[config.mk]
export PLATFORM = sky130hd
export DESIGN_NAME = pipe_hazard_ctrl
export DESIGN_NICKNAME = d
export VERILOG_FILES = /design/src/rtl/pipe_hazard_ctrl.sv
export SDC_FILE = /design/constraint.sdc
export NUM_CORES = 1
export LEC_CHECK = 0
export CORE_MARGIN = 2
export CORE_UTILIZATION = 45
export CTS_CLUSTER_SIZE = 25
export DETAILED_ROUTE_END_ITERATION = 6
export PLACE_DENSITY_LB_ADDON = 0.25
export SLEW_MARGIN = 20
export SYNTH_ARGS = -nofsm -noshare
export SYNTH_HDL_FRONTEND = slang
export SYNTH_SLANG_ARGS = --single-unit
[constraint.sdc]
create_clock -name clk -period 5.65 [get_ports clk]
set_clock_uncertainty 0.1 [all_clocks]
set_input_delay 0.565 -clock clk [delete_from_list [all_inputs] [get_ports clk]]
set_output_delay 0.565 -clock clk [all_outputs]
set_load 0.1 [all_outputs]
[src/rtl/pipe_hazard_ctrl.sv]
// pipe_hazard_ctrl: pipeline sequencer for branch flush, load-use stall, memory wait and halt/drain.
module pipe_hazard_ctrl #(
  parameter int ARQ              = 16,
  parameter int MEMORY_ADDR_SIZE = 13,
  parameter int REG_ADDR_W       = 4,
  parameter int FLUSH_CYCLES     = 2,
  parameter int LOAD_LAT         = 1
) (
  input  logic                        clk,
  input  logic                        rst,
  input  logic                        branch_taken,
  input  logic [MEMORY_ADDR_SIZE-1:0] jaddr_in,
  input  logic                        exe_rd_mem_en,
  input  logic [REG_ADDR_W-1:0]       exe_dst,
  input  logic [REG_ADDR_W-1:0]       id_src1,
  input  logic [REG_ADDR_W-1:0]       id_src2,
  input  logic [1:0]                  id_src_vld,
  input  logic                        mem_busy,
  input  logic                        halt_req,
  output logic                        pc_en,
  output logic                        redirect,
  output logic [MEMORY_ADDR_SIZE-1:0] redirect_addr,
  output logic                        ifid_stop,
  output logic                        idexe_stop,
  output logic                        exemem_stop,
  output logic                        ifid_flush,
  output logic                        idexe_flush,
  output logic                        halted,
  output logic [ARQ-1:0]              stall_cnt,
  output logic [2:0]                  state
);
  localparam logic [2:0] S_RUN   = 3'd0;
  localparam logic [2:0] S_FLUSH = 3'd1;
  localparam logic [2:0] S_LOAD  = 3'd2;
  localparam logic [2:0] S_MEM   = 3'd3;
  localparam logic [2:0] S_HALT  = 3'd4;
  localparam int MX = FLUSH_CYCLES > LOAD_LAT ? FLUSH_CYCLES : LOAD_LAT;
  localparam int CW = $clog2(MX + 1);
  logic [2:0]                  state_q, state_d;
  logic [CW-1:0]               cnt_q, cnt_d;
  logic                        pend_q, pend_d;
  logic [MEMORY_ADDR_SIZE-1:0] pend_addr_q, pend_addr_d;
  logic [ARQ-1:0]              stall_cnt_q, stall_cnt_d;
  logic                        luh;
  assign luh = exe_rd_mem_en && ((id_src_vld[0] && id_src1 == exe_dst) ||
                                 (id_src_vld[1] && id_src2 == exe_dst));
  assign state = state_q;
  assign stall_cnt = stall_cnt_q;
  always_comb begin
    pc_en = 1'b0;
    redirect = 1'b0;
    redirect_addr = '0;
    ifid_stop = 1'b0;
    idexe_stop = 1'b0;
    exemem_stop = 1'b0;
    ifid_flush = 1'b0;
    idexe_flush = 1'b0;
    halted = 1'b0;
    state_d = state_q;
    cnt_d = cnt_q;
    pend_d = pend_q;
    pend_addr_d = pend_addr_q;
    if (state_q == S_HALT) begin
      ifid_flush = 1'b1;
      halted = 1'b1;
      if (!halt_req) begin
        redirect = pend_q;
        redirect_addr = pend_addr_q;
        pend_d = 1'b0;
        pend_addr_d = '0;
        state_d = S_RUN;
      end else if (branch_taken) begin
        pend_d = 1'b1;
        pend_addr_d = jaddr_in;
      end
    end else if (mem_busy && (state_q == S_FLUSH || state_q == S_LOAD || state_q == S_MEM)) begin
      {ifid_stop, idexe_stop, exemem_stop} = 3'b111;
    end else if (state_q == S_FLUSH) begin
      pc_en = 1'b1;
      ifid_flush = 1'b1;
      cnt_d = cnt_q - CW'(1);
      state_d = cnt_q == CW'(1) ? S_RUN : S_FLUSH;
    end else if (state_q == S_LOAD) begin
      ifid_stop = 1'b1;
      idexe_flush = 1'b1;
      cnt_d = cnt_q - CW'(1);
      state_d = cnt_q == CW'(1) ? S_RUN : S_LOAD;
    end else if (branch_taken) begin
      // RUN evaluation; also the first non-busy cycle of MEM_WAIT
      pc_en = 1'b1;
      redirect = 1'b1;
      redirect_addr = jaddr_in;
      ifid_flush = 1'b1;
      idexe_flush = 1'b1;
      cnt_d = CW'(FLUSH_CYCLES - 1);
      state_d = FLUSH_CYCLES > 1 ? S_FLUSH : S_RUN;
    end else if (mem_busy) begin
      {ifid_stop, idexe_stop, exemem_stop} = 3'b111;
      state_d = S_MEM;
    end else if (luh) begin
      ifid_stop = 1'b1;
      idexe_flush = 1'b1;
      cnt_d = CW'(LOAD_LAT - 1);
      state_d = LOAD_LAT > 1 ? S_LOAD : S_RUN;
    end else if (halt_req) begin
      ifid_flush = 1'b1;
      state_d = S_HALT;
    end else begin
      pc_en = 1'b1;
      state_d = S_RUN;
    end
    stall_cnt_d = (!pc_en && ~&stall_cnt_q) ? stall_cnt_q + ARQ'(1) : stall_cnt_q;
    if (!rst) begin
      pc_en = 1'b0;
      redirect = 1'b0;
      redirect_addr = '0;
      {ifid_stop, idexe_stop, exemem_stop} = 3'b000;
      ifid_flush = 1'b1;
      idexe_flush = 1'b1;
      halted = 1'b0;
    end
  end
  always_ff @(posedge clk or negedge rst) begin
    if (!rst) begin
      state_q <= S_RUN;
      cnt_q <= '0;
      pend_q <= 1'b0;
      pend_addr_q <= '0;
      stall_cnt_q <= '0;
    end else begin
      state_q <= state_d;
      cnt_q <= cnt_d;
      pend_q <= pend_d;
      pend_addr_q <= pend_addr_d;
      stall_cnt_q <= stall_cnt_d;
    end
  end
endmodule

==> results.cfg, run 1 <==
[critical_path]
required_ns = 4.99
start_kind = input pin
cp-end-kind = output port
path_class = in -> out
cp_max_fo = 17
crit_arrival_ns = 3.72

[synthesis]
synth-main-ff-cell = dfrtp_1
syn_area_per_cell_um2 = 8.69
syn-instance-count = 259
syn_nets = 294
synth.distinct_cells = 56
async_flop_share = 1.00
yosysSeqAreaShare = 0.389
synth_area_um2 = 2250
synth_edf_count = 0
ys_ff_latch = 35
yosysWarnings = 0

[finish]
antenna_cells = 0
area_delta_synth_final_pct = 37.8
stdcell_area_um2 = 3100
instances_no_fill = 393
drive_gt1_frac = 0.0828
layout.nets = 360
fin_util = 0.648

[timing]
worst_pin_slew_ns = 0.979
hold_viol = 0
max_freq_mhz = 228
relSlewSlack = 0.345
rsz0062_at_grt = no
setup_viol = 0
fin_crit_sh = 0.776
layout_min_cycle_time_ns = 4.38
maxSlewViolCount = 0
timing.final.ws_setup_ns = 1.27
timing.setup.tns_ns = 0

[route]
wl_per_cell_um = 13.7
vias = 2121
vias_per_cell = 5.40
route.layer.met1.wl_um = 2300
drt_iter0_drc = 60
route.detailed.drc = 0
top_layer = met4
ant_nets = 0
dr_wl_met2_um = 2630
met3_length_um = 356
routed_wl_um = 5370
drtPass1Iterations = 7

[die]
die_area_um2 = 5580
core_um2 = 4790
dieHeight_um = 74.7
initial_core_util = 0.470
io_pins = 73
fp.dieW_um = 74.7
num_rows = 25

[cts]
insertion_delay_ns = 0.29
cts_setup_buffers = 0
cts_tree = built
cts_resized = 0
clock_path_buffers = 2
clock_sinks = 35
clk_pin_slew_worst_paths_ns = 0.08
cts-root-buf = clkbuf_8
htreeDepth = 2
cts_made_buffers = 5
hold_buffers = 0

[global_routing]
grt_max_degree = 48
grt_usage = 0.205
grt_pass1_wl_um = 8920
grt_pass1_vias = 2012
grt_antenna_before_repair = 0
grt-ovfl-total = 0

[worst_hold_path]
hold_class = in -> async

[power_and_ir_drop]
cellLeakagePower_nw = 1.21
max-vdd-ir-drop_v = 0.000277
power_density_nw_per_um2 = 478

[status]
status = finished, final reports clean

[job]
drv_cap = 0

[place]
portBuffers = 72
post-place-ws_ns = 1.28
gp_congestion = 0.852
place_area_um2 = 2980
placed_cells = 385
dp_hpwl_um = 3810
-- flip-flops by register name, indices dropped and copies added (netlist names) --
register / flops
cnt_q: 2
pend_addr_q: 13
pend_q: 1
stall_cnt: 16
state: 3
-- synthesized netlist by cell type, drive strengths merged, types with 2 or more instances --
| cell type | count | area, um^2 |
|---|---|---|
| and4 | 3 | 26.3 |
| a22oi | 13 | 97.6 |
| inv | 7 | 26.3 |
| o21ai | 15 | 75.1 |
| a21oi | 7 | 38.8 |
| mux2 | 3 | 33.8 |
| nor2b | 15 | 93.8 |
| xnor2 | 15 | 131 |
| nand3 | 9 | 45.0 |
| nor4 | 2 | 12.5 |
| o211ai | 5 | 42.5 |
| nor2 | 13 | 53.8 |
| or2 | 2 | 12.5 |
| nand4 | 7 | 43.8 |
| xor2 | 7 | 61.3 |
| or3 | 2 | 12.5 |
| and3 | 4 | 25.0 |
| nand2b | 3 | 26.3 |
| nor3 | 7 | 40.0 |
| clkbuf | 10 | 37.5 |
| nand2 | 43 | 164 |
| o2111ai | 2 | 17.5 |
| dfrtp | 35 | 876 |
| ha | 2 | 25.0 |
| buf | 7 | 51.3 |
-- report_power, final --
part           switching [mW]  internal (mW)
registers              0.0941          0.322
clock network          0.0905          0.143
logic                   0.584          0.247
-- layer usage --
layer  up-vias  track usage
li1       1054            -
met1       984        0.253
met2        73        0.350
met3        10       0.0482
met4         0       0.0774
met5         -            0
-- critical path, cell delays in order --
cell and delay [ns]:
clkdlybuf4s50_1 0.79, inv_2 0.14, nand2_1 0.11, nand4b_1 0.10, or3b_1 0.62, a21boi_1 0.24, clkdlybuf4s50_1 1.15
-- worst paths after layout --
kind                                                  from                    endpoint  slack, ns  depth (start not counted)
worst max-delay path                          branch_taken                       pc_en       1.27                          7
worst min-delay path                                   rst    stall_cnt[0]$_DFFE_PN0P_       0.28                          1
worst max register to register        state[2]$_DFFE_PN0P_   stall_cnt[12]$_DFFE_PN0P_       3.21                          6
worst min register to register  pend_addr_q[4]$_DFFE_PN0P_  pend_addr_q[4]$_DFFE_PN0P_       0.39                          2
max in group asynchronous                              rst    stall_cnt[6]$_DFFE_PN0P_       4.52                          2
min in group clk                pend_addr_q[4]$_DFFE_PN0P_  pend_addr_q[4]$_DFFE_PN0P_       0.39                          2
-- cells by family after synthesis --
kind of cell / after synthesis / synth area share
buffers and inverters: 24 / 0.0512
multiplexers: 3 / 0.0150
flip-flops: 35 / 0.389
adder cells (fa/ha/maj): 3 / 0.0156
AO/OA/AOI/OAI: 57 / 0.179
AND/OR/NAND/NOR: 115 / 0.265
XOR/XNOR: 22 / 0.0857
-- cell type report --
cell class / count / area, um^2
Clock buffer: 6 / 82.6
Fill cell: 409 / 1690
Timing Repair Buffer: 76 / 738
Clock inverter: 2 / 35.0
Tap cell: 67 / 83.8
Inverter: 7 / 26.3
Multi-Input combinational cell: 200 / 1260
Sequential cell: 35 / 876
-- placed cells by master (no fill, tap or decap), types with 2 or more instances in the layout --
cell	synthesis	layout
and3_1	4	4
nor4_1	2	2
o21ai_0	15	15
nand2_1	42	42
nand2b_1	2	2
nor2_2	2	2
nor2_1	11	11
nor3_1	6	6
xor2_1	7	7
xnor2_1	15	15
or3_1	2	2
a21oi_1	6	6
nand3_1	9	9
clkbuf_8	0	6
and4_1	3	3
a22oi_1	13	13
mux2_1	2	2
ha_1	2	2
nand4_1	7	7
dfrtp_1	35	35
o211ai_1	4	4
o2111ai_1	2	2
nor2b_1	15	15
clkdlybuf4s50_1	0	68
or2_1	2	2
buf_4	4	7
inv_1	6	6
-- stage by stage --
step | hold WS (ns) | power (mW)
2_1_floorplan | 0.169 | 1.07
3_3_place_gp | 0.367 | 1.24
3_5_place_dp | 0.373 | 1.25
4_1_cts | 0.313 | 1.49
5_1_grt | 0.364 | 1.56
6_report | 0.279 | 1.48
No activity file was read; power rests on OpenSTA's default activity.
==> run 2, diff against run 1 <==
--- a/config.mk
+++ b/config.mk
@@ -6,7 +6,7 @@
 export NUM_CORES = 1
 export LEC_CHECK = 0
 export CORE_MARGIN = 2
-export CORE_UTILIZATION = 45
+export CORE_UTILIZATION = 42
 export CTS_CLUSTER_SIZE = 25
 export DETAILED_ROUTE_END_ITERATION = 6
 export PLACE_DENSITY_LB_ADDON = 0.25
==> constraint.sdc (replaced) <==
create_clock -name clk -period 3.6 [get_ports clk]
set_clock_uncertainty 0.1 [all_clocks]
set_input_delay 0.36 -clock clk [delete_from_list [all_inputs] [get_ports clk]]
set_output_delay 0.36 -clock clk [all_outputs]
set_load 0.1 [all_outputs]
==> results.cfg, run 2 (synthesis results as in run 1) <==
[route]
route.detailed.drc = 0
drt_iter0_drc = 80
drtPass1Iterations = 6
vias = 2136
wl_per_cell_um = 13.8
vias_per_cell = 5.33
ant_nets = 0
routed_wl_um = 5550

[finish]
instances_no_fill = 401
area_delta_synth_final_pct = 47.8
largest_register_ff_count = 16
drive_gt1_frac = 0.205
antenna_cells = 0
layout_commonest_cell = clkdlybuf4s50_1
layout_common_cells = clkdlybuf4s50_1, nand2_1, dfrtp_1, buf_4
layout.nets = 365
stdcell_area_um2 = 3320

[timing]
maxSlewViolCount = 0
layout_min_cycle_time_ns = 3.08
timing.setup.tns_ns = 0
worst_pin_slew_ns = 0.975
relSlewSlack = 0.348
max_freq_mhz = 324
fin_crit_sh = 0.856
hold_viol = 0
setup_viol = 0
rsz0062_at_grt = no

[power_and_ir_drop]
swShare = 0.518
seqPwrFrac = 0.269
p_switching_mw = 1.24
clkPwrFrac = 0.148
cellLeakagePower_nw = 1.33
p_int_mw = 1.16
max-vdd-ir-drop_v = 0.000386
power_density_nw_per_um2 = 722
combPwrFrac = 0.582

[critical_path]
cp_max_fo = 16
crit_arrival_ns = 2.62
path_class = reg -> out
start_kind = register
cp-end-kind = output port
regToRegSetupSlack_ns = 1.25
required_ns = 3.14

[global_routing]
grt_pass1_wl_um = 9690
grt_pass1_vias = 2146
grt_antenna_before_repair = 0
grt_usage = 0.195
grt-ovfl-total = 0
grt_max_degree = 38

[die]
fp.dieW_um = 77.2
io_pins = 73
dieHeight_um = 77.2
die_area_um2 = 5960
initial_core_util = 0.438
core_um2 = 5140
num_rows = 26

[place]
gp_congestion = 0.926
placed_cells = 393
place_area_um2 = 3210
dp_hpwl_um = 4090
portBuffers = 72

[worst_hold_path]
hold_class = in -> async

[cts]
cts_made_buffers = 5
clock_path_buffers = 2
insertion_delay_ns = 0.29
cts_setup_buffers = 0
hold_buffers = 0
clock_sinks = 35
clk_pin_slew_worst_paths_ns = 0.08
cts_tree = built
cts_resized = 0
htreeDepth = 2
cts-root-buf = clkbuf_8

[status]
status = finished, final reports clean

[job]
drv_cap = 0
[run 2: cell count changes in the layout (fill, tap and decap cells not counted), moves of 9 or more]
| cell | previous run | this run |
|---|---|---|
| buf_12 | 0 | 15 |
| nor2b_1 | 15 | 1 |
| nor2b_2 | 0 | 14 |
| buf_4 | 7 | 16 |
| clkdlybuf4s50_1 | 68 | 49 |
[run 2: power groups by stage]
stage                     combinational, mW  clock, mW  sequential (mW)
after detailed placement               1.41          0            0.648
after floorplan                       0.750          0            0.940
final                                  1.40      0.356            0.646
after global placement                 1.39          0            0.651
after CTS                              1.41      0.362            0.645
after global routing                   1.48      0.375            0.669
[run 2: layout make-up]
cell class                 count  area [um^2]
timing repair buffer          81          916
multi-input combinational    200         1310
inverter                       7         26.3
clock inverter                 3         43.8
fill                         453         1820
clock buffer                   5         68.8
tap                           70         87.6
sequential                    35          876
[run 2: critical path, stage by stage, from the launching register on]
cell and delay (ns):
dfrtp_1 0.57, nor3_1 0.40, or2_1 0.19, a21oi_2 0.05
nor2_2 0.51, a22oi_1 0.22, nor2b_2 0.20, buf_12 0.19
[run 2: path summary, 6_finish.rpt]
check | from | endpoint | cells past startpoint
max in group asynchronous | rst | stall_cnt[11]$_DFFE_PN0P_ | 2
min in group clk | pend_addr_q[8]$_DFFE_PN0P_ | pend_addr_q[8]$_DFFE_PN0P_ | 2
min | rst | pend_addr_q[3]$_DFFE_PN0P_ | 1
max | state[0]$_DFFE_PN0P_ | redirect_addr[12] | 7
max reg2reg | state[0]$_DFFE_PN0P_ | stall_cnt[12]$_DFFE_PN0P_ | 7
min reg2reg | pend_addr_q[8]$_DFFE_PN0P_ | pend_addr_q[8]$_DFFE_PN0P_ | 2
[run 2: stage by stage]
stage               power [mW]  setup WS [ns]  hold slack (ns)   util
floorplan                 1.69         0.0350          -0.0356      -
global placement          2.04          0.853            0.335  0.625
detailed placement        2.05          0.819            0.340  0.625
CTS                       2.41          0.487           0.0208  0.647
global route              2.52          0.264           0.0459  0.647
finish                    2.40          0.518         0.000360  0.647
[run 2: layer usage]
metal  vias to the layer above  part of all wire  global-route usage
li1                       1064                 -                   -
met1                      1008              0.44               0.243
met2                        58              0.49               0.337
met3                         6             0.055              0.0435
met4                         0            0.0096              0.0554
met5                         -                 0                   0
==> run 3, diff against run 2 <==
--- a/config.mk
+++ b/config.mk
@@ -7,7 +7,6 @@
 export LEC_CHECK = 0
 export CORE_MARGIN = 2
 export CORE_UTILIZATION = 42
-export CTS_CLUSTER_SIZE = 25
 export DETAILED_ROUTE_END_ITERATION = 6
 export PLACE_DENSITY_LB_ADDON = 0.25
 export SLEW_MARGIN = 20
==> results of run 3 <==
Final layout, timing and power as in run 2 (identical DEF).
